==> src/rtl/sweep_direction_controller.sv <==
// Sequences an up/down counter through repeated MIN->MAX->MIN sweeps with a
// programmable dwell at each end, counting completed sweeps until a target or Stop.
module sweep_direction_controller #(
   parameter int DWELL_CYCLES      = 2,
   parameter int DWELL_WIDTH       = 8,
   parameter int SWEEP_COUNT_WIDTH = 8
) (
   input  logic                         Clk,
   input  logic                         Reset,
   input  logic                         Start,
   input  logic                         Stop,
   input  logic [SWEEP_COUNT_WIDTH-1:0] SweepTarget,
   input  logic                         LimitReachedFlag,
   output logic                         UpDownMode,
   output logic                         CounterReset,
   output logic                         Busy,
   output logic [SWEEP_COUNT_WIDTH-1:0] SweepsDone,
   output logic                         Done
);

   typedef enum logic [2:0] {
      IDLE,
      CLEAR,
      RISE,
      DWELL_HIGH,
      FALL,
      DWELL_LOW
   } state_t;

   localparam bit HAS_DWELL = (DWELL_CYCLES > 0);
   localparam logic [DWELL_WIDTH-1:0] DWELL_LOAD =
      HAS_DWELL ? DWELL_WIDTH'(DWELL_CYCLES - 1) : '0;

   state_t                         state, state_nxt;
   logic                           mode_nxt, crst_nxt, busy_nxt, done_nxt;
   logic [SWEEP_COUNT_WIDTH-1:0]   sweeps_nxt, sweeps_inc;
   logic                           armed, armed_nxt;
   logic [DWELL_WIDTH-1:0]         dwell_cnt, dwell_nxt;
   logic [SWEEP_COUNT_WIDTH-1:0]   target, target_nxt;
   logic                           limit;

   // NOTE: state registers use non-blocking assignments so every flop samples
   // pre-edge values regardless of process ordering.
   always_ff @(posedge Clk or posedge Reset) begin
      if (Reset) begin
         state        <= IDLE;
         UpDownMode   <= 1'b0;
         CounterReset <= 1'b1;
         Busy         <= 1'b0;
         SweepsDone   <= '0;
         Done         <= 1'b0;
         armed        <= 1'b0;
         dwell_cnt    <= '0;
         target       <= '0;
      end else begin
         state        <= state_nxt;
         UpDownMode   <= mode_nxt;
         CounterReset <= crst_nxt;
         Busy         <= busy_nxt;
         SweepsDone   <= sweeps_nxt;
         Done         <= done_nxt;
         armed        <= armed_nxt;
         dwell_cnt    <= dwell_nxt;
         target       <= target_nxt;
      end
   end

   // The counter's flag stays high for one cycle after a direction change;
   // armed only rises once a low flag has been seen in the current direction.
   assign limit      = armed & LimitReachedFlag;
   assign sweeps_inc = SweepsDone + 1'b1;

   // NOTE: every next-state signal gets a default before the case so no path
   // leaves one unassigned, which would infer a latch.
   always_comb begin
      state_nxt  = state;
      mode_nxt   = UpDownMode;
      crst_nxt   = CounterReset;
      busy_nxt   = Busy;
      sweeps_nxt = SweepsDone;
      done_nxt   = 1'b0;
      armed_nxt  = armed;
      dwell_nxt  = dwell_cnt;
      target_nxt = target;

      if (state != IDLE && Stop) begin
         state_nxt = IDLE;
         crst_nxt  = 1'b1;
         mode_nxt  = 1'b0;
         busy_nxt  = 1'b0;
      end else begin
         case (state)
            IDLE: begin
               crst_nxt = 1'b1;
               mode_nxt = 1'b0;
               if (Start && !Stop) begin
                  target_nxt = SweepTarget;
                  sweeps_nxt = '0;
                  busy_nxt   = 1'b1;
                  state_nxt  = CLEAR;
               end
            end
            CLEAR: begin
               state_nxt = RISE;
               crst_nxt  = 1'b0;
               mode_nxt  = 1'b1;
               armed_nxt = 1'b0;
            end
            RISE: begin
               if (!LimitReachedFlag) armed_nxt = 1'b1;
               if (limit) begin
                  if (HAS_DWELL) begin
                     dwell_nxt = DWELL_LOAD;
                     state_nxt = DWELL_HIGH;
                  end else begin
                     state_nxt = FALL;
                     mode_nxt  = 1'b0;
                     armed_nxt = 1'b0;
                  end
               end
            end
            DWELL_HIGH: begin
               if (dwell_cnt == '0) begin
                  state_nxt = FALL;
                  mode_nxt  = 1'b0;
                  armed_nxt = 1'b0;
               end else begin
                  dwell_nxt = dwell_cnt - 1'b1;
               end
            end
            FALL: begin
               if (!LimitReachedFlag) armed_nxt = 1'b1;
               if (limit) begin
                  sweeps_nxt = sweeps_inc;
                  if (target != '0 && sweeps_inc == target) begin
                     state_nxt = IDLE;
                     done_nxt  = 1'b1;
                     busy_nxt  = 1'b0;
                     crst_nxt  = 1'b1;
                     mode_nxt  = 1'b0;
                  end else if (HAS_DWELL) begin
                     dwell_nxt = DWELL_LOAD;
                     state_nxt = DWELL_LOW;
                  end else begin
                     state_nxt = RISE;
                     mode_nxt  = 1'b1;
                     armed_nxt = 1'b0;
                  end
               end
            end
            DWELL_LOW: begin
               if (dwell_cnt == '0) begin
                  state_nxt = RISE;
                  mode_nxt  = 1'b1;
                  armed_nxt = 1'b0;
               end else begin
                  dwell_nxt = dwell_cnt - 1'b1;
               end
            end
            default: state_nxt = IDLE;
         endcase
      end
   end

endmodule

==> config.mk <==
export PLATFORM = sky130hd
export DESIGN_NAME = sweep_direction_controller
export DESIGN_NICKNAME = d
export VERILOG_FILES = /design/src/rtl/sweep_direction_controller.sv
export SDC_FILE = /design/constraint.sdc
export NUM_CORES = 1
export LEC_CHECK = 0
export ABC_AREA = 1
export BUFFER_PORTS_ARGS = -buffer_cell sky130_fd_sc_hd__clkbuf_2
export CAP_MARGIN = 40
export CORE_ASPECT_RATIO = 1.4
export CORE_UTILIZATION = 35
export CTS_CLUSTER_SIZE = 10
export DETAILED_ROUTE_END_ITERATION = 7
export PLACE_DENSITY = 0.62
export SYNTH_ARGS = -nofsm -noshare
export SYNTH_HDL_FRONTEND = slang
export SYNTH_SLANG_ARGS = --single-unit
==> constraint.sdc <==
create_clock -name Clk -period 2.9 [get_ports Clk]
set_input_delay 0 -clock Clk [delete_from_list [all_inputs] [get_ports Clk]]
set_output_delay 0 -clock Clk [all_outputs]
set_load 0.02 [all_outputs]
* Word-level counts from Yosys, hierarchy flattened
Index checks and enable logic that the tools add are counted.
** Storage, ports and cells
- Register bits :: 32
- Output and inout port bits :: 12
- Bits of input ports :: 13
** Operators by class
- Bitwise logic cells :: 2
- Equal/unequal tests :: 19
- Reduce and logical (&&, ||, !) cells :: 24
- $add $sub $neg :: 2
- Multiplexer cells :: 35
** Operator list (count)
- $mux W8 :: 6
- $pmux W8 S3 :: 1
- $mux W3 :: 7
- $ne A3 B3 Y1 const B :: 6
- $pmux W3 S6 :: 1
- $pmux W8 S2 :: 1
- $mux W1 :: 15
- $ne A2 B2 Y1 const B :: 6
- $reduce_and A4 Y1 :: 3
- $reduce_bool A3 Y1 :: 4
- $reduce_and A5 Y1 :: 2
- $add A8 B1 Y8 const B :: 1
- $eq A8 B8 Y1 :: 1
- $logic_not A8 Y1 :: 1
- $reduce_bool A8 Y1 :: 1
- $sub A8 B1 Y8 const B :: 1
- $eq A3 B2 Y1 const B :: 2
- $eq A3 B3 Y1 const B :: 2
- $pmux W1 S3 :: 2
- $reduce_and A3 Y1 :: 2
- $reduce_and A6 Y1 :: 1
- $reduce_bool A6 Y1 :: 1
- $pmux W1 S5 :: 1
- $reduce_bool A4 Y1 :: 1
- 10 further kinds :: 13

* Logic depth before layout (Yosys ltp)
- Depth after elaboration :: 7
- Mapped depth :: 14

* Least setup slack after synthesis
Ideal clock, no wire load.
- Path kind :: flip-flop to flip-flop
- From :: reg SweepsDone[0]
- To :: reg dwell_cnt[6]
- Arrival time :: 1.744 ns
- Clock period less this slack :: 1.865 ns
- Setup slack :: 1.035 ns
- Path buffers :: 1
- Cell stages (with the launch flop) :: 14
- Data required time :: 2.779 ns
- Cell sequence :: dfrtp_1 ha_1 nand2_2 nor2_2 nand2_1 nand2_1 nand2_1 nand2_1 nand3_1 nor2_4 nand3_4 nand2_4 buf_12 o21ai_1
** Between the ends
- Word-level cells in the longest chain between the ends :: 5
** Ends and longest elaborated chain
- from (decl) :: line 17 : output logic [SWEEP_COUNT_WIDTH-1:0] SweepsDone,
- from (signal assigned) :: line 60 : SweepsDone <= sweeps_nxt;
- $add A8 B1 Y8 :: line 71 : assign sweeps_inc = SweepsDone + 1'b1;
- $eq A8 B8 Y1 :: line 135 : if (target != '0 && sweeps_inc == target) begin
- $logic_and A1 B1 Y1 :: line 135
- $ne A2 B2 Y1 (no line)
- $reduce_and A6 Y1 (no line)
- to (signal assigned) :: line 63 : dwell_cnt <= dwell_nxt;
- to (decl) :: line 38 : logic [DWELL_WIDTH-1:0] dwell_cnt, dwell_nxt;
No other way between the ends.
A chain may end at the register's enable or synchronous reset.

* Worst setup path in the final report
- From :: reg SweepsDone[0]
- To :: reg dwell_cnt[4]
Same word-level chain as after synthesis.

==> impl_metrics.json <==
{
  "min_delay_path_depth": 4,
  "reg2reg_depth": 13,
  "setup-violations-final": 0,
  "cp.required_ns": 3.12,
  "startpoint_type": "flip-flop",
  "cpMaxStageDelayCell": "dfrtp_1",
  "ys_ff_latch": 32,
  "avgSynthCellArea_um2": 7.71,
  "worst_clock_skew_ns": 0.00359,
  "worst_pin_slew_ns": 0.534,
  "numCtsBuffers": 5,
  "cp_common_cell": "nor2_1",
  "p_seq_frac": 0.352,
  "slew_viol_final": 0,
  "top_layer_used": "met4",
  "dpl.cell_count": 358,
  "wl_met1_um": 2000,
  "vias": 1782,
  "gr-total-overflow": 0,
  "grt_antenna_before_repair": 0,
  "dr_wl_met3_um": 119,
  "core_area_um2": 5610,
  "crit_arrival_ns": 2.24,
  "cts.clk_slew.worst_paths_ns": 0.07,
  "place_congestion": 0.819,
  "post-cts-setup-buffers": 0,
  "status": "finished, final reports clean",
  "switchingPower_uw": 883,
  "final_cells": 374,
  "path_delay_family": "simple AND/OR/NAND/NOR gates",
  "grt_max_degree": 33,
  "fin_crit_sh": 0.699,
  "regToRegStartpoint": "SweepsDone[0]",
  "clock_latency_ns": 0.28,
  "path_buf_inv": 1,
  "fin_tns_setup_ns": 0,
  "numClockSinks": 32,
  "max_freq_mhz": 493,
  "diodes": 0,
  "netlist_area_um2": 2060,
  "cts_root_buf": "clkbuf_8",
  "grt_pass1_vias": 1842,
  "regToRegEndpoint": "dwell_cnt[4]",
  "drt_iter0_drc": 82,
  "synth_cells": 267,
  "yosysSeqAreaShare": 0.390,
  "crit_type": "reg -> reg",
  "final_nets": 322,
  "drv_cap": 0,
  "start_util": 0.367,
  "synth_cell_types": 36,
  "via_per_inst": 4.76,
  "drt_pre_antenna_iters": 4,
  "drive_gt1_frac": 0.265,
  "min_from": "LimitReachedFlag",
  "grt_usage": 0.168,
  "fillers": 602,
  "p_leak_uw": 0.00118,
  "powerDensity_nw_per_um2": 825,
  "power.share.switching": 0.443,
  "wirelength_um": 4500,
  "cts_max_level": 2,
  "cts_resized": 0,
  "p_comb_frac": 0.483,
  "endpoint_kind": "flip-flop",
  "fin_crit_ns": 2.03,
  "power.internal_uw": 1110,
  "critPathMaxStageDelay_ns": 0.44,
  "dieArea_um2": 6200,
  "crit_path_max_fanout": 16,
  "grt_pass1_wl_um": 7870,
  "hold_viol_final": 0,
  "whs_ns": 0.0647,
  "routedWlPerCell_um": 12.0,
  "clock_power_share": 0.165,
  "holdPathEnd": "armed",
  "syn-num-nets": 283,
  "grt_setup_unrepaired": "false",
  "antenna_left": 0,
  "ir_worst_vdd_mv": 0.303,
  "drc": 0,
  "io_buffers": 24,
  "dp_hpwl_um": 3350,
  "area_delta_synth_final_pct": 17.3,
  "wl_met2_um": 2310,
  "die_x_um": 66.8,
  "hold_path.class": "in -> reg",
  "yosysWarnings": 0,
  "slew_headroom": 0.643,
  "rows": 32,
  "boundaryPins": 25,
  "clockBufferDepth": 2,
  "cp_cell_sequence": "ha_1, inv_1, nand2_1, nand2_1, nor2_1, nand3_1, nor2_1, nand3_1, nor2_4, nand3_4, nand2_4, nor2_1, a21oi_2",
  "cts_tree": "yes",
  "die_h_um": 92.7,
  "r2r_setup_slack_ns": 0.87
}
==> cells in the final DEF, fill, tap and decap left out, drive strengths merged, types with 3 or more instances in the layout <==
| master | netlist | final |
|---|---|---|
| nand2 | 66 | 66 |
| or2 | 3 | 3 |
| nor3 | 3 | 3 |
| nand3b | 3 | 3 |
| nand3 | 22 | 22 |
| o22ai | 7 | 7 |
| a21oi | 15 | 15 |
| nor2 | 43 | 43 |
| clkbuf | 1 | 30 |
| dlygate4sd3 | 0 | 9 |
| ha | 3 | 3 |
| nand4 | 3 | 3 |
| inv | 39 | 39 |
| xor2 | 6 | 6 |
| dfrtp | 31 | 31 |
| o21ai | 12 | 12 |
==> per-layer routing <==
layer,global-route usage,vias up
met5,0,-
met4,0.0709,0
met3,0.0308,6
met1,0.187,824
met2,0.302,22
li1,-,930
==> cell usage after synthesis <==
master    count  area share
clkbuf_1      1      0.0018
mux2_2        2       0.011
nand2_4       1      0.0055
a21oi_1       9       0.022
nand3_4       1      0.0085
buf_12        1      0.0097
a211oi_2      1      0.0061
a21oi_2       6       0.026
nand3b_1      3       0.011
nor3_2        1      0.0049
o21ai_0       2      0.0049
inv_1        34       0.062
nor2_1       32       0.058
or2_2         2      0.0061
o21ai_1       6       0.015
ha_1          3       0.018
nor2_2        7       0.021
and2_4        1      0.0043
or2_0         1      0.0030
xor2_1        6       0.026
o22ai_1       7       0.021
nand3_2       4       0.019
dfrtp_1      31        0.38
nor2_4        4       0.022
clkinv_1      1      0.0018
inv_2         5      0.0091
nor3_1        2      0.0049
buf_4         1      0.0036
o211ai_1      1      0.0036
nand2_2       9       0.027
nand2_1      56        0.10
dfstp_2       1       0.013
nand4_1       3      0.0091
a21boi_0      1      0.0036
o21ai_2       4       0.017
nand3_1      17       0.041
==> worst reg2reg max path, stage by stage (launching register included) <==
cell and delay, ns:
dfrtp_1 0.44, ha_1 0.34, inv_1 0.06, nand2_1 0.05
nand2_1 0.05, nor2_1 0.10, nand3_1 0.08, nor2_1 0.09
nand3_1 0.13, nor2_4 0.14, nand3_4 0.09, nand2_4 0.21
nor2_1 0.08, a21oi_2 0.10
==> logic make-up after synthesis <==
kind of cell,count (synthesis),synth area share
buffers and inverters,43,0.0881
adder cells (fa/ha/maj),3,0.0182
AO/OA/AOI/OAI,37,0.119
multiplexers,2,0.0109
AND/OR/NAND/NOR,144,0.349
flip-flops,32,0.390
XOR/XNOR,6,0.0255
==> state kept, by name, indices dropped and copies added, names as in the netlist <==
name          count
dwell_cnt         8
Done              1
armed             1
CounterReset      1
UpDownMode        1
SweepsDone        8
target            8
Busy              1
state             3
==> worst max path at each step <==
stage	from	endpoint	cells past startpoint	slack (ns)
2_1_floorplan	SweepsDone[0]	dwell_cnt[6]	13	1.04
3_3_place_gp	SweepsDone[0]	dwell_cnt[1]	13	0.94
3_5_place_dp	SweepsDone[0]	dwell_cnt[4]	13	0.86
4_1_cts	SweepsDone[0]	dwell_cnt[4]	13	0.85
5_1_grt	SweepsDone[0]	dwell_cnt[1]	13	0.70
6_report	SweepsDone[0]	dwell_cnt[4]	13	0.87
==> timing repair <==
action	in CTS	in global routing
endpoints found under the setup margin	0	0
hold buffers	9	0
hold endpoints to repair	39	0
==> area by class of cell <==
class                           count  area [um^2]  area share
Inverter                           40          150      0.0622
Multi-Input combinational cell    192         1070       0.445
Timing Repair Buffer               35          225      0.0933
Clock inverter                      1         5.00     0.00207
Sequential cell                    32          802       0.332
Tap cell                           68         85.1      0.0352
Clock buffer                        6         72.6      0.0301
==> metrics by stage <==
step / util / worst slack, ns / power [uW] / cell area (um^2)
floorplan: - / 1.04 / 1500 / 2060
finish: 0.431 / 0.873 / 1990 / 2410
detailed placement: 0.401 / 0.859 / 1670 / 2250
global placement: 0.401 / 0.941 / 1650 / 2250
global route: 0.431 / 0.703 / 2180 / 2410
CTS: 0.431 / 0.849 / 2020 / 2410
==> power groups by stage <==
stage	Clock (uW)	Combinational, uW	Sequential (uW)
floorplan	0	793	707
global placement	0	945	703
detailed placement	0	961	708
CTS	344	974	701
global route	362	1090	723
finish	328	962	702
(Power assumes the default switching activity.)
